==> config.mk <==
export PLATFORM = sky130hd
export DESIGN_NAME = apple_1_pia_fifo
export DESIGN_NICKNAME = d
export VERILOG_FILES = /design/src/rtl/apple_1_pia_fifo_pkg.sv /design/src/rtl/apple_1_pia_fifo_sync.sv /design/src/rtl/apple_1_pia_fifo.sv
export SDC_FILE = /design/constraint.sdc
export NUM_CORES = 1
export LEC_CHECK = 0
export CAP_MARGIN = 20
export CORE_UTILIZATION = 45
export DETAILED_ROUTE_END_ITERATION = 16
export HOLD_SLACK_MARGIN = 0.06
export PLACE_DENSITY = 0.75
export SYNTH_ARGS = -nofsm -noshare
export SYNTH_HDL_FRONTEND = slang
export SYNTH_SLANG_ARGS = --single-unit
==> constraint.sdc <==
create_clock -name clk -period 5.9 [get_ports clk]
set_input_delay 1.18 -clock clk [delete_from_list [all_inputs] [get_ports clk]]
set_output_delay 1.18 -clock clk [all_outputs]
set_load 0.03 [all_outputs]
==> src/rtl/apple_1_pia_fifo_pkg.sv <==
// Shared definitions for the Apple-1 PIA block: register offsets, control
// register bit positions, handshake FSM encodings and the address decode.
package apple_1_pia_fifo_pkg;

  // Register offsets inside the 4-byte window (AB[1:0])
  localparam logic [1:0] OFF_KBD   = 2'd0;
  localparam logic [1:0] OFF_KBDCR = 2'd1;
  localparam logic [1:0] OFF_DSP   = 2'd2;
  localparam logic [1:0] OFF_DSPCR = 2'd3;

  // CR bit 2 selects the data register instead of the (emulated) DDR
  localparam int CR_ORSEL = 2;

  typedef enum logic {
    K_IDLE = 1'b0,
    K_HOLD = 1'b1
  } kbd_state_t;

  typedef enum logic [1:0] {
    D_IDLE = 2'd0,
    D_WAIT = 2'd1,
    D_REL  = 2'd2
  } dsp_state_t;

  // Upper 14 address bits select the register window
  function automatic logic addr_hit(input logic [15:0] ab, input logic [15:0] base);
    return (ab[15:2] == base[15:2]);
  endfunction

endpackage

==> src/rtl/apple_1_pia_fifo_sync.sv <==
// Small synchronous FIFO with a combinational head. A push and a pop in the
// same cycle both take effect, even when the FIFO is full; a pop on empty is
// ignored. DEPTH must be a power of two so the pointers wrap naturally.
module pia_sync_fifo #(
  parameter int WIDTH = 7,
  parameter int DEPTH = 4
) (
  input  logic                     clk,
  input  logic                     reset,
  input  logic                     push,
  input  logic [WIDTH-1:0]         din,
  input  logic                     pop,
  output logic [WIDTH-1:0]         dout,
  output logic                     empty,
  output logic                     full,
  output logic [$clog2(DEPTH):0]   count
);

  localparam int AW = $clog2(DEPTH);
  localparam logic [AW:0] C_FULL = DEPTH[AW:0];

  logic [WIDTH-1:0] r_mem [DEPTH];
  logic [AW-1:0]    r_wr_ptr;
  logic [AW-1:0]    r_rd_ptr;
  logic [AW:0]      r_count;
  logic             w_push;
  logic             w_pop;

  assign w_pop  = pop & (r_count != {(AW+1){1'b0}});
  assign w_push = push & ((r_count != C_FULL) | w_pop);

  assign dout  = r_mem[r_rd_ptr];
  assign empty = (r_count == {(AW+1){1'b0}});
  assign full  = (r_count == C_FULL);
  assign count = r_count;

  // Storage array: written at the tail on an accepted push
  always_ff @(posedge clk) begin
    if (w_push) begin
      r_mem[r_wr_ptr] <= din;
    end
  end

  // Pointer and occupancy bookkeeping
  always_ff @(posedge clk) begin
    if (reset) begin
      r_wr_ptr <= {AW{1'b0}};
      r_rd_ptr <= {AW{1'b0}};
      r_count  <= {(AW+1){1'b0}};
    end else begin
      if (w_push) begin
        r_wr_ptr <= r_wr_ptr + 1'b1;
      end
      if (w_pop) begin
        r_rd_ptr <= r_rd_ptr + 1'b1;
      end
      case ({w_push, w_pop})
        2'b10:   r_count <= r_count + 1'b1;
        2'b01:   r_count <= r_count - 1'b1;
        default: r_count <= r_count;
      endcase
    end
  end

endmodule

==> src/rtl/apple_1_pia_fifo.sv <==
// Apple-1 PIA (6821 subset) with keyboard and display FIFOs. The CPU side keeps
// the WozMon register map and polling behaviour; the host side moves characters
// with 4-phase rdy/ack handshakes.
module apple_1_pia_fifo
  import apple_1_pia_fifo_pkg::*;
#(
  parameter logic [15:0] BASE_ADDR = 16'hD010,
  parameter int          KBD_DEPTH = 4,
  parameter int          DSP_DEPTH = 4,
  parameter int          CHAR_W    = 7
) (
  input  logic              clk,
  input  logic              reset,
  input  logic [15:0]       AB,
  input  logic [7:0]        DO,
  input  logic              WE,
  input  logic              RDY,
  output logic [7:0]        pia_DI,
  output logic              pia_sel,
  input  logic              kbd_rdy,
  input  logic [CHAR_W-1:0] kbd_data,
  output logic              kbd_ack,
  output logic              dsp_rdy,
  output logic [CHAR_W-1:0] dsp_data,
  input  logic              dsp_ack
);

  localparam int KAW = $clog2(KBD_DEPTH);
  localparam int DAW = $clog2(DSP_DEPTH);
  localparam logic [DAW:0] C_DSP_FULL = DSP_DEPTH[DAW:0];

  // CPU access decode
  logic        w_rd;
  logic        w_wr;
  logic [1:0]  w_off;
  logic [7:0]  w_rd_data;
  logic        w_unused_do;

  // Keyboard path
  logic              w_kbd_push;
  logic              w_kbd_pop;
  logic [CHAR_W-1:0] w_kbd_head;
  logic              w_kbd_empty;
  logic              w_kbd_full;
  logic [KAW:0]      w_kbd_count;
  kbd_state_t        r_kst;
  kbd_state_t        w_kst_nxt;
  logic              r_kbd_ack;
  logic              w_kbd_ack_nxt;
  logic [CHAR_W-1:0] r_kbd_last;

  // Display path
  logic              w_dsp_req;
  logic              w_dsp_push;
  logic              w_dsp_drop;
  logic              w_dsp_pop;
  logic [CHAR_W-1:0] w_dsp_head;
  logic              w_dsp_empty;
  logic              w_dsp_full;
  logic [DAW:0]      w_dsp_count;
  dsp_state_t        r_dst;
  dsp_state_t        w_dst_nxt;
  logic              r_dsp_rdy;
  logic              w_dsp_rdy_nxt;
  logic [CHAR_W-1:0] r_dsp_data;
  logic [CHAR_W-1:0] w_dsp_data_nxt;

  // Control registers and read port
  logic [5:0] r_kbdcr;
  logic [5:0] r_dspcr;
  logic       r_ovf;
  logic [7:0] r_pia_di;
  logic       r_pia_sel;

  assign w_off       = AB[1:0];
  assign w_rd        = addr_hit(AB, BASE_ADDR) & RDY & ~WE;
  assign w_wr        = addr_hit(AB, BASE_ADDR) & RDY & WE;
  // DO bit 7 has no storage anywhere in this register set
  assign w_unused_do = DO[7];

  // A DSP write only reaches the FIFO with the data register selected; when full
  // it still lands if the display FSM frees a slot on the same edge.
  assign w_dsp_req  = w_wr & (w_off == OFF_DSP) & r_dspcr[CR_ORSEL];
  assign w_dsp_push = w_dsp_req & (~w_dsp_full | w_dsp_pop);
  assign w_dsp_drop = w_dsp_req & w_dsp_full & ~w_dsp_pop;

  assign pia_DI   = r_pia_di;
  assign pia_sel  = r_pia_sel;
  assign kbd_ack  = r_kbd_ack;
  assign dsp_rdy  = r_dsp_rdy;
  assign dsp_data = r_dsp_data;

  pia_sync_fifo #(.WIDTH(CHAR_W), .DEPTH(KBD_DEPTH)) u_kbd_fifo (
    .clk   (clk),
    .reset (reset),
    .push  (w_kbd_push),
    .din   (kbd_data),
    .pop   (w_kbd_pop),
    .dout  (w_kbd_head),
    .empty (w_kbd_empty),
    .full  (w_kbd_full),
    .count (w_kbd_count)
  );

  pia_sync_fifo #(.WIDTH(CHAR_W), .DEPTH(DSP_DEPTH)) u_dsp_fifo (
    .clk   (clk),
    .reset (reset),
    .push  (w_dsp_push),
    .din   (DO[CHAR_W-1:0]),
    .pop   (w_dsp_pop),
    .dout  (w_dsp_head),
    .empty (w_dsp_empty),
    .full  (w_dsp_full),
    .count (w_dsp_count)
  );

  // Read data mux; a KBD read with a character waiting also pops it
  always_comb begin
    w_rd_data = 8'h00;
    w_kbd_pop = 1'b0;
    case (w_off)
      OFF_KBD: begin
        if (r_kbdcr[CR_ORSEL] && !w_kbd_empty) begin
          w_rd_data = 8'h80 | 8'(w_kbd_head);
          w_kbd_pop = w_rd;
        end else begin
          w_rd_data = 8'(r_kbd_last);
        end
      end
      OFF_KBDCR: w_rd_data = {(w_kbd_count != {(KAW+1){1'b0}}), 1'b0, r_kbdcr};
      OFF_DSP:   w_rd_data = {(w_dsp_count == C_DSP_FULL), 7'b000_0000};
      OFF_DSPCR: w_rd_data = {r_ovf, 1'b0, r_dspcr};
      default:   w_rd_data = 8'h00;
    endcase
  end

  // Registered read port: data and select follow a read cycle by one clock
  always_ff @(posedge clk) begin
    if (reset) begin
      r_pia_di  <= 8'h00;
      r_pia_sel <= 1'b0;
    end else begin
      r_pia_sel <= w_rd;
      if (w_rd) begin
        r_pia_di <= w_rd_data;
      end
    end
  end

  // Control registers, display overflow flag and last keyboard character
  always_ff @(posedge clk) begin
    if (reset) begin
      r_kbdcr    <= 6'd0;
      r_dspcr    <= 6'd0;
      r_ovf      <= 1'b0;
      r_kbd_last <= {CHAR_W{1'b0}};
    end else begin
      if (w_wr && (w_off == OFF_KBDCR)) begin
        r_kbdcr <= DO[5:0];
      end
      if (w_wr && (w_off == OFF_DSPCR)) begin
        r_dspcr <= DO[5:0];
        r_ovf   <= 1'b0;
      end else if (w_dsp_drop) begin
        r_ovf <= 1'b1;
      end
      if (w_kbd_pop) begin
        r_kbd_last <= w_kbd_head;
      end
    end
  end

  // Keyboard handshake: next state, ack and FIFO push
  always_comb begin
    w_kst_nxt     = r_kst;
    w_kbd_ack_nxt = r_kbd_ack;
    w_kbd_push    = 1'b0;
    case (r_kst)
      K_IDLE: begin
        if (kbd_rdy && !w_kbd_full) begin
          w_kbd_push    = 1'b1;
          w_kbd_ack_nxt = 1'b1;
          w_kst_nxt     = K_HOLD;
        end else begin
          w_kbd_ack_nxt = 1'b0;
        end
      end
      K_HOLD: begin
        if (!kbd_rdy) begin
          w_kbd_ack_nxt = 1'b0;
          w_kst_nxt     = K_IDLE;
        end else begin
          w_kbd_ack_nxt = 1'b1;
        end
      end
      default: begin
        w_kbd_ack_nxt = 1'b0;
        w_kst_nxt     = K_IDLE;
      end
    endcase
  end

  // Keyboard handshake state and ack register
  always_ff @(posedge clk) begin
    if (reset) begin
      r_kst     <= K_IDLE;
      r_kbd_ack <= 1'b0;
    end else begin
      r_kst     <= w_kst_nxt;
      r_kbd_ack <= w_kbd_ack_nxt;
    end
  end

  // Display handshake: next state, rdy/data and FIFO pop
  always_comb begin
    w_dst_nxt      = r_dst;
    w_dsp_rdy_nxt  = r_dsp_rdy;
    w_dsp_data_nxt = r_dsp_data;
    w_dsp_pop      = 1'b0;
    case (r_dst)
      D_IDLE: begin
        if (!w_dsp_empty) begin
          w_dsp_data_nxt = w_dsp_head;
          w_dsp_pop      = 1'b1;
          w_dsp_rdy_nxt  = 1'b1;
          w_dst_nxt      = D_WAIT;
        end else begin
          w_dsp_rdy_nxt = 1'b0;
        end
      end
      D_WAIT: begin
        if (dsp_ack) begin
          w_dsp_rdy_nxt = 1'b0;
          w_dst_nxt     = D_REL;
        end else begin
          w_dsp_rdy_nxt = 1'b1;
        end
      end
      D_REL: begin
        if (!dsp_ack) begin
          w_dst_nxt = D_IDLE;
        end else begin
          w_dst_nxt = D_REL;
        end
      end
      default: begin
        w_dsp_rdy_nxt = 1'b0;
        w_dst_nxt     = D_IDLE;
      end
    endcase
  end

  // Display handshake state, rdy and data registers
  always_ff @(posedge clk) begin
    if (reset) begin
      r_dst      <= D_IDLE;
      r_dsp_rdy  <= 1'b0;
      r_dsp_data <= {CHAR_W{1'b0}};
    end else begin
      r_dst      <= w_dst_nxt;
      r_dsp_rdy  <= w_dsp_rdy_nxt;
      r_dsp_data <= w_dsp_data_nxt;
    end
  end

endmodule

**Word-level counts from Yosys, hierarchy flattened**

Memories as Yosys holds them, arrays and structs flattened. A register that Yosys moved wholly into a read port is not among the register bits.
Index checks and enable logic that the tools add are counted.

- Register bits: 47
- Bits in writable memories: 56
- Input port bits: 37
- Output and inout bits: 18
- Memories: 2

Memories:

| memory | depth | width | read ports | clocked after Yosys merged registers in | write ports | RTL line | source |
|---|---|---|---|---|---|---|---|
| u_dsp_fifo.r_mem | 4 | 7 | 1 | 1 | 1 | apple_1_pia_fifo_sync.sv:22 | `logic [WIDTH-1:0] r_mem [DEPTH];` |
| u_kbd_fifo.r_mem | 4 | 7 | 1 | 1 | 1 | apple_1_pia_fifo_sync.sv:22 |  |

- $add $sub $neg: 8
- Eq/ne operators: 16
- Muxes and demuxes: 24
- Bitwise operators: 20
- Reduce and logical (&&, ||, !) cells: 17

Operators with widths:

| kind | number |
|---|---|
| 8-bit case mux with 4 select lines | 1 |
| 14-bit equality test, second input constant | 1 |
| 1-bit AND | 12 |
| 1-bit 2-to-1 mux | 12 |
| 3-bit case mux with 2 select lines | 2 |
| 2-bit equality test, second input constant | 5 |
| 2-bit 2-to-1 mux | 5 |
| 2-bit by 1-bit adder with 2-bit output, second input constant | 4 |
| 2-bit by 1-bit equality test with 1-bit output, second input constant | 4 |
| 8-bit 2-to-1 mux | 1 |
| 3-bit by 1-bit adder with 3-bit output, second input constant | 2 |
| 3-bit equality test, second input constant | 2 |
| 3-bit zero test | 2 |
| 3-bit inequality test, second input constant | 2 |
| 2-bit case mux with 3 select lines | 1 |
| 3-bit nonzero test | 2 |
| 3-bit by 1-bit subtractor with 3-bit output, second input constant | 2 |
| 1-bit inverter | 5 |
| 1-bit logical AND | 4 |
| 2-bit zero test | 2 |
| 2-bit inequality test, second input constant | 2 |
| 2-bit AND reduction | 2 |
| 2-bit nonzero test | 2 |
| 1-bit bitwise OR | 3 |
| 4 further kinds | 5 |

**Depth between registers and ports, before layout**

- Depth after elaboration: 10
- Depth in mapped cells: 11
- Depth with buffers taken out: 10

**Modules after synthesis**

A second synthesis with hierarchy kept.

- Cells, all modules: 426
- Area total of the unflattened synthesis: 5,014.8 um^2

By module, submodules not included:

| module | times used | cells an instance | area an instance (um^2) |
|---|---|---|---|
| apple_1_pia_fifo | 1 | 229 | 1,909.3 |
| pia_sync_fifo (u_kbd_fifo) | 1 | 101 | 1,556.5 |
| pia_sync_fifo (u_dsp_fifo) | 1 | 96 | 1,549.0 |

**Least setup slack after synthesis**

No wires, ideal clock.

- Kind: input port to flip-flop
- Start: input port AB[9]
- End: register u_kbd_fifo.r_count[2], in the netlist u_kbd_fifo.count[2]
- Setup time: 0.070 ns
- Arrival: 3.147 ns
- Slack: 2.683 ns
- Stages: 10
- Buffers on the path: 1
- Cells stage by stage: nor4_4 > nand4_4 > buf_2 > nor2_1 > ha_1 > inv_1 > fa_1 > xor2_1 > or3_1 > a21oi_1

- Word-level cells in the longest chain between the ends: 10
- Elaborated cells between the ends (all ways): 12
- Classes of those cells: eq/ne (3); mux (3); bitwise (5); reduce/logical (1)

Ends and longest elaborated chain:

| item | RTL line | source |
|---|---|---|
| start, declared | apple_1_pia_fifo.sv:14 | `input logic [15:0] AB,` |
| 14-bit equality test * | apple_1_pia_fifo_pkg.sv:27 | `return (ab[15:2] == base[15:2]);` |
| 1-bit AND * (2 in a row) | apple_1_pia_fifo.sv:76 | `assign w_rd = addr_hit(AB, BASE_ADDR) & RDY & ~WE;` |
| 1-bit 2-to-1 mux * | apple_1_pia_fifo.sv:123 | `if (r_kbdcr[CR_ORSEL] && !w_kbd_empty) begin` |
| 1-bit 2-to-1 mux * | apple_1_pia_fifo.sv:121 | `case (w_off)` |
| 1-bit AND * | apple_1_pia_fifo_sync.sv:29 | `assign w_pop = pop & (r_count != {(AW+1){1'b0}});` |
| via u_kbd_fifo.w_pop | apple_1_pia_fifo_sync.sv:27 | `logic w_pop;` |
| 1-bit bitwise OR | apple_1_pia_fifo_sync.sv:30 | `assign w_push = push & ((r_count != C_FULL) \| w_pop);` |
| 1-bit AND | apple_1_pia_fifo_sync.sv:30 |  |
| 2-bit by 1-bit equality test with 1-bit output / 2-bit equality test (equally long branches) | apple_1_pia_fifo_sync.sv:57 | `case ({w_push, w_pop})` |
| 3-bit case mux with 2 select lines / 2-bit nonzero test (equally long branches) | -- |  |
| end signal, assigned | apple_1_pia_fifo_sync.sv:58 | `2'b10: r_count <= r_count + 1'b1;` |
| end signal, assigned | apple_1_pia_fifo_sync.sv:59 | `2'b01: r_count <= r_count - 1'b1;` |
| end signal, assigned | apple_1_pia_fifo_sync.sv:60 | `default: r_count <= r_count;` |
| end, declared | apple_1_pia_fifo_sync.sv:25 | `logic [AW:0] r_count;` |

Mark *: on every way through the listed nets, which the timed path passes. The rest lies on a longest branch.
A chain may end at the register's enable or synchronous reset.

**Worst setup path in the final report**

- Start: input port AB[1]
- End: register u_kbd_fifo.r_count[2], in the netlist u_kbd_fifo.count[2]

- Word-level cells in the longest chain between the ends: 7
- Elaborated cells between the ends (all ways): 9
- Classes of those cells: eq/ne (2); mux (2); bitwise (3); reduce/logical (2)

Ends and longest elaborated chain:

| item | RTL line |
|---|---|
| 2-bit zero test * | apple_1_pia_fifo.sv:121 |
| 1-bit 2-to-1 mux * | apple_1_pia_fifo.sv:121 |
| 1-bit AND * | apple_1_pia_fifo_sync.sv:29 |
| via u_kbd_fifo.w_pop | apple_1_pia_fifo_sync.sv:27 |
| 1-bit bitwise OR | apple_1_pia_fifo_sync.sv:30 |
| 1-bit AND | apple_1_pia_fifo_sync.sv:30 |
| 2-bit by 1-bit equality test with 1-bit output / 2-bit equality test (equally long branches) | apple_1_pia_fifo_sync.sv:57 |
| 3-bit case mux with 2 select lines / 2-bit nonzero test (equally long branches) | -- |

Marks and branches as above.

==> metrics.md <==
| Metric | Value |
|---|---|
| CP max stage delay | 750 ps |
| Mean Syn Cell Area | 12.13 um2 |
| Largest net degree at the start of global routing | 56 |
| Critical path endpoint category | flip-flop |
| TritonCTS Buffers | 9 |
| PD cells | roughly 240 nW/um2 |
| Register area | 2803 um2 |
| Hold bufs inserted after CTS | 0 |
| Layout cell share with drive strength beyond 1 | 9.633% |
| Final Skew | 11.52 ps |
| Slew of the pin with the lowest slew margin | between 900 and 1000 ps |
| Clock sinks | 112 |
| Die width | between 100 and 150 um |
| WL/cell | 15.73 um |
| Outcome | completed |
| Fin nets | 480 |
| DIE AREA | 10870 um2 |
| H-tree Lvls | 3 |
| Iter 0 DRT Violations | about 240 |
| First-pass GRT wire length | 14670 um |
| Total power | 1320 uW |
| Placer Congestion | ~0.79 |
| Final non-filler cell total | 569 |
| Kind of critical path | input pin to flip-flop |
| Cell taking the most area after synthesis | edfxtp_1 |
| FFs w/ async S/R, synth | 0% |
| Post-synth top area share | 35.73% |
| Worst Hold Class | flip-flop to flip-flop |
| Setup violators final | 0 |
| Total grt overflow | 0 |
| Critical path startpoint category | input pin |
| WL final | a little under 9000 um |
| CP dominant cell by count | nor2_1 |
| Synth Net Count | 437 |
| Area of the multi-input gates | 1735 um2 |
| EDFF count, synth | 56 |
| Crit path cell chain | clkdlybuf4s50_1 > nor2_1 > nand2_1 > nor2_1 > ha_1 > inv_1 > fa_1 > xor2_1 > or3_1 > a21oi_1 |
| Clock-pin slew on the worst setup and hold paths | ~100 ps |
| DR DRC count | 0 |
| Drt first pass iters | 4 |
| Vias in the first global route | between 2000 and 3000 |
| RSZ-0062 raised after global routing | no |
| # IOs | 55 |
| DP Wirelength | 6275 um |
| CTS tree | yes |
| GRT Util Overall | between 15 and 20% |
| Post-CTS resize count | 0 |
| Final TNS setup | 0 ps |
| Via count | approximately 3200 |
| Chip height | 104.3 um |
| Synth Warn # | 0 |
| WHS | 458.5 ps |
| Core footprint | 9955 um2 |
| Final Hold Vio Count | 0 |
| Post-CTS Setup Repair Bufs | 0 |
| Worst IR drop on VDD | 0.1331 mV |
| MaxCap Viol Count | 0 |
| Clock Path Buffers | 2 |
| Static Leak | 0.001734 uW |
| Worst-path maximum fanout | 16 |
| Seq/Total Area, Yosys | 59.54% |
| CP arrival | roughly 3900 ps |
| Placed Instances | 553 |
| Mean number of vias per cell | approximately 5.6 |
| # fillers | between 800 and 900 |
| Starting Density | between 40 and 50% |
| Largest cells by area after synthesis | edfxtp_1 36%, dfxtp_1 24%, mux4_2 6.7% |
| Fin crit period | ~3600 ps |
| I/O Buffers | 53 |
| Yosys cell types | between 50 and 60 |
| Ant. Diodes | 0 |
| Fin crit share | 60.30% |
| Max-slew violations | 0 |
| Placement row count | 36 |
| Clk root buf | clkbuf_8 |
| Detail Route Antenna Nets | 0 |
| Crit path max-delay cell type | clkdlybuf4s50_1 |
| Primary FF master, synth | edfxtp_1 |
| Slew headroom | between 30% and 40% |
| Synth Register Bits | 112 |
| Worst skew pair latency | 380 ps |
| List of most frequent post-synthesis cells | 56 x dfxtp_1, 56 x edfxtp_1, 48 x a21oi_1 |
| Area delta synth->final | 16.13% |
| Initial antenna violation count | 0 |
| Synth Instances | 388 |
| Achievable frequency | between 200 and 300 MHz |
| Critical Path RT | 6200 ps |
| Post-Syn Area | 4707 um2 |
[final cells by class]
cell class / count / area share [%]
clock buffer: 10 / 2.518
sequential: 112 / 51.27
timing repair buffer: 54 / 9.751
tap: 133 / 3.044
multi-input combinational: 239 / 31.75
inverter: 15 / 1.030
clock inverter: 6 / 0.6409
[cells by family after synthesis]
logic type	count (synthesis)	share of synthesized area (%)
flops	112	59.54
simple gates	107	12.68
compound gates	91	11.01
buf+inv	37	3.588
mux	21	8.187
fa+ha+maj	12	3.509
xor+xnor	8	1.489
[per-stage QoR]
step                setup WS (ps)  cell area [um2]  util, %
finish                       2343             5466    54.91
global route                 2095             5466    54.91
CTS                          2327             5466    54.91
detailed placement           1936             5294    53.18
global placement             1995             5294    53.18
floorplan                    2683             4707        -
[registers in the layout, indices dropped and copies added, names as in the netlist, named ones only]
signal,cells
pia_sel,1
dsp_data,7
u_kbd_fifo.count,3
u_dsp_fifo.r_rd_ptr,2
u_dsp_fifo.r_wr_ptr,2
u_dsp_fifo.r_mem,28
u_kbd_fifo.r_wr_ptr,2
u_kbd_fifo.r_mem,28
r_kbd_last,7
kbd_ack,1
r_dst,2
r_ovf,1
pia_DI,8
r_dspcr,6
r_kbdcr,6
u_dsp_fifo.count,3
u_kbd_fifo.r_rd_ptr,2
dsp_rdy,1
[metal layers]
metal | vias to the layer above | part of all wire [%] | track usage [%]
li1 | 1512 | - | -
met1 | 1560 | 45 | 23.11
met2 | 86 | 48 | 27.20
met3 | 13 | 4.7 | 3.885
met4 | 0 | 1.6 | 6.735
met5 | - | 0 | 0
[critical path: cells and delay by family]
kind / cells / cell delay (ps)
and+or+nand+nor: 4 / 990
buffers and inverters: 2 / 810
adders and majority gates: 2 / 570
xor gates and xnor gates: 1 / 160
AOI/OAI and AO/OA: 1 / 140
[report_power, final]
part / switching, uW / internal [uW] / total, uW
registers: 4.59 / 826 / 830
logic: 38.3 / 34.1 / 72.4
clock network: 255 / 162 / 417
total: 298 / 1020 / 1320
[final timing paths]
path,start,end,slack (ps),depth (start not counted)
hold reg to reg,dsp_data[4],dsp_data[4],460,2
setup / recovery,AB[1],u_kbd_fifo.count[2],2340,10
setup reg to reg,u_dsp_fifo.count[0],u_dsp_fifo.count[2],3260,10
hold / removal,dsp_data[4],dsp_data[4],460,2
[layout by cell type (no fill, tap or decap), types with 4 or more instances in the layout]
cell type	count
ha_1	10
clkbuf_8	10
nand2_1	18
mux4_2	14
o21ai_0	24
mux2i_1	7
dfxtp_1	56
xor2_1	5
a21oi_1	48
a211oi_1	6
edfxtp_1	56
and3_1	4
and2_1	5
clkdlybuf4s50_1	52
inv_1	14
nor2_1	31
nand3_1	22
Note: power is estimated with default switching activity, not from simulation.
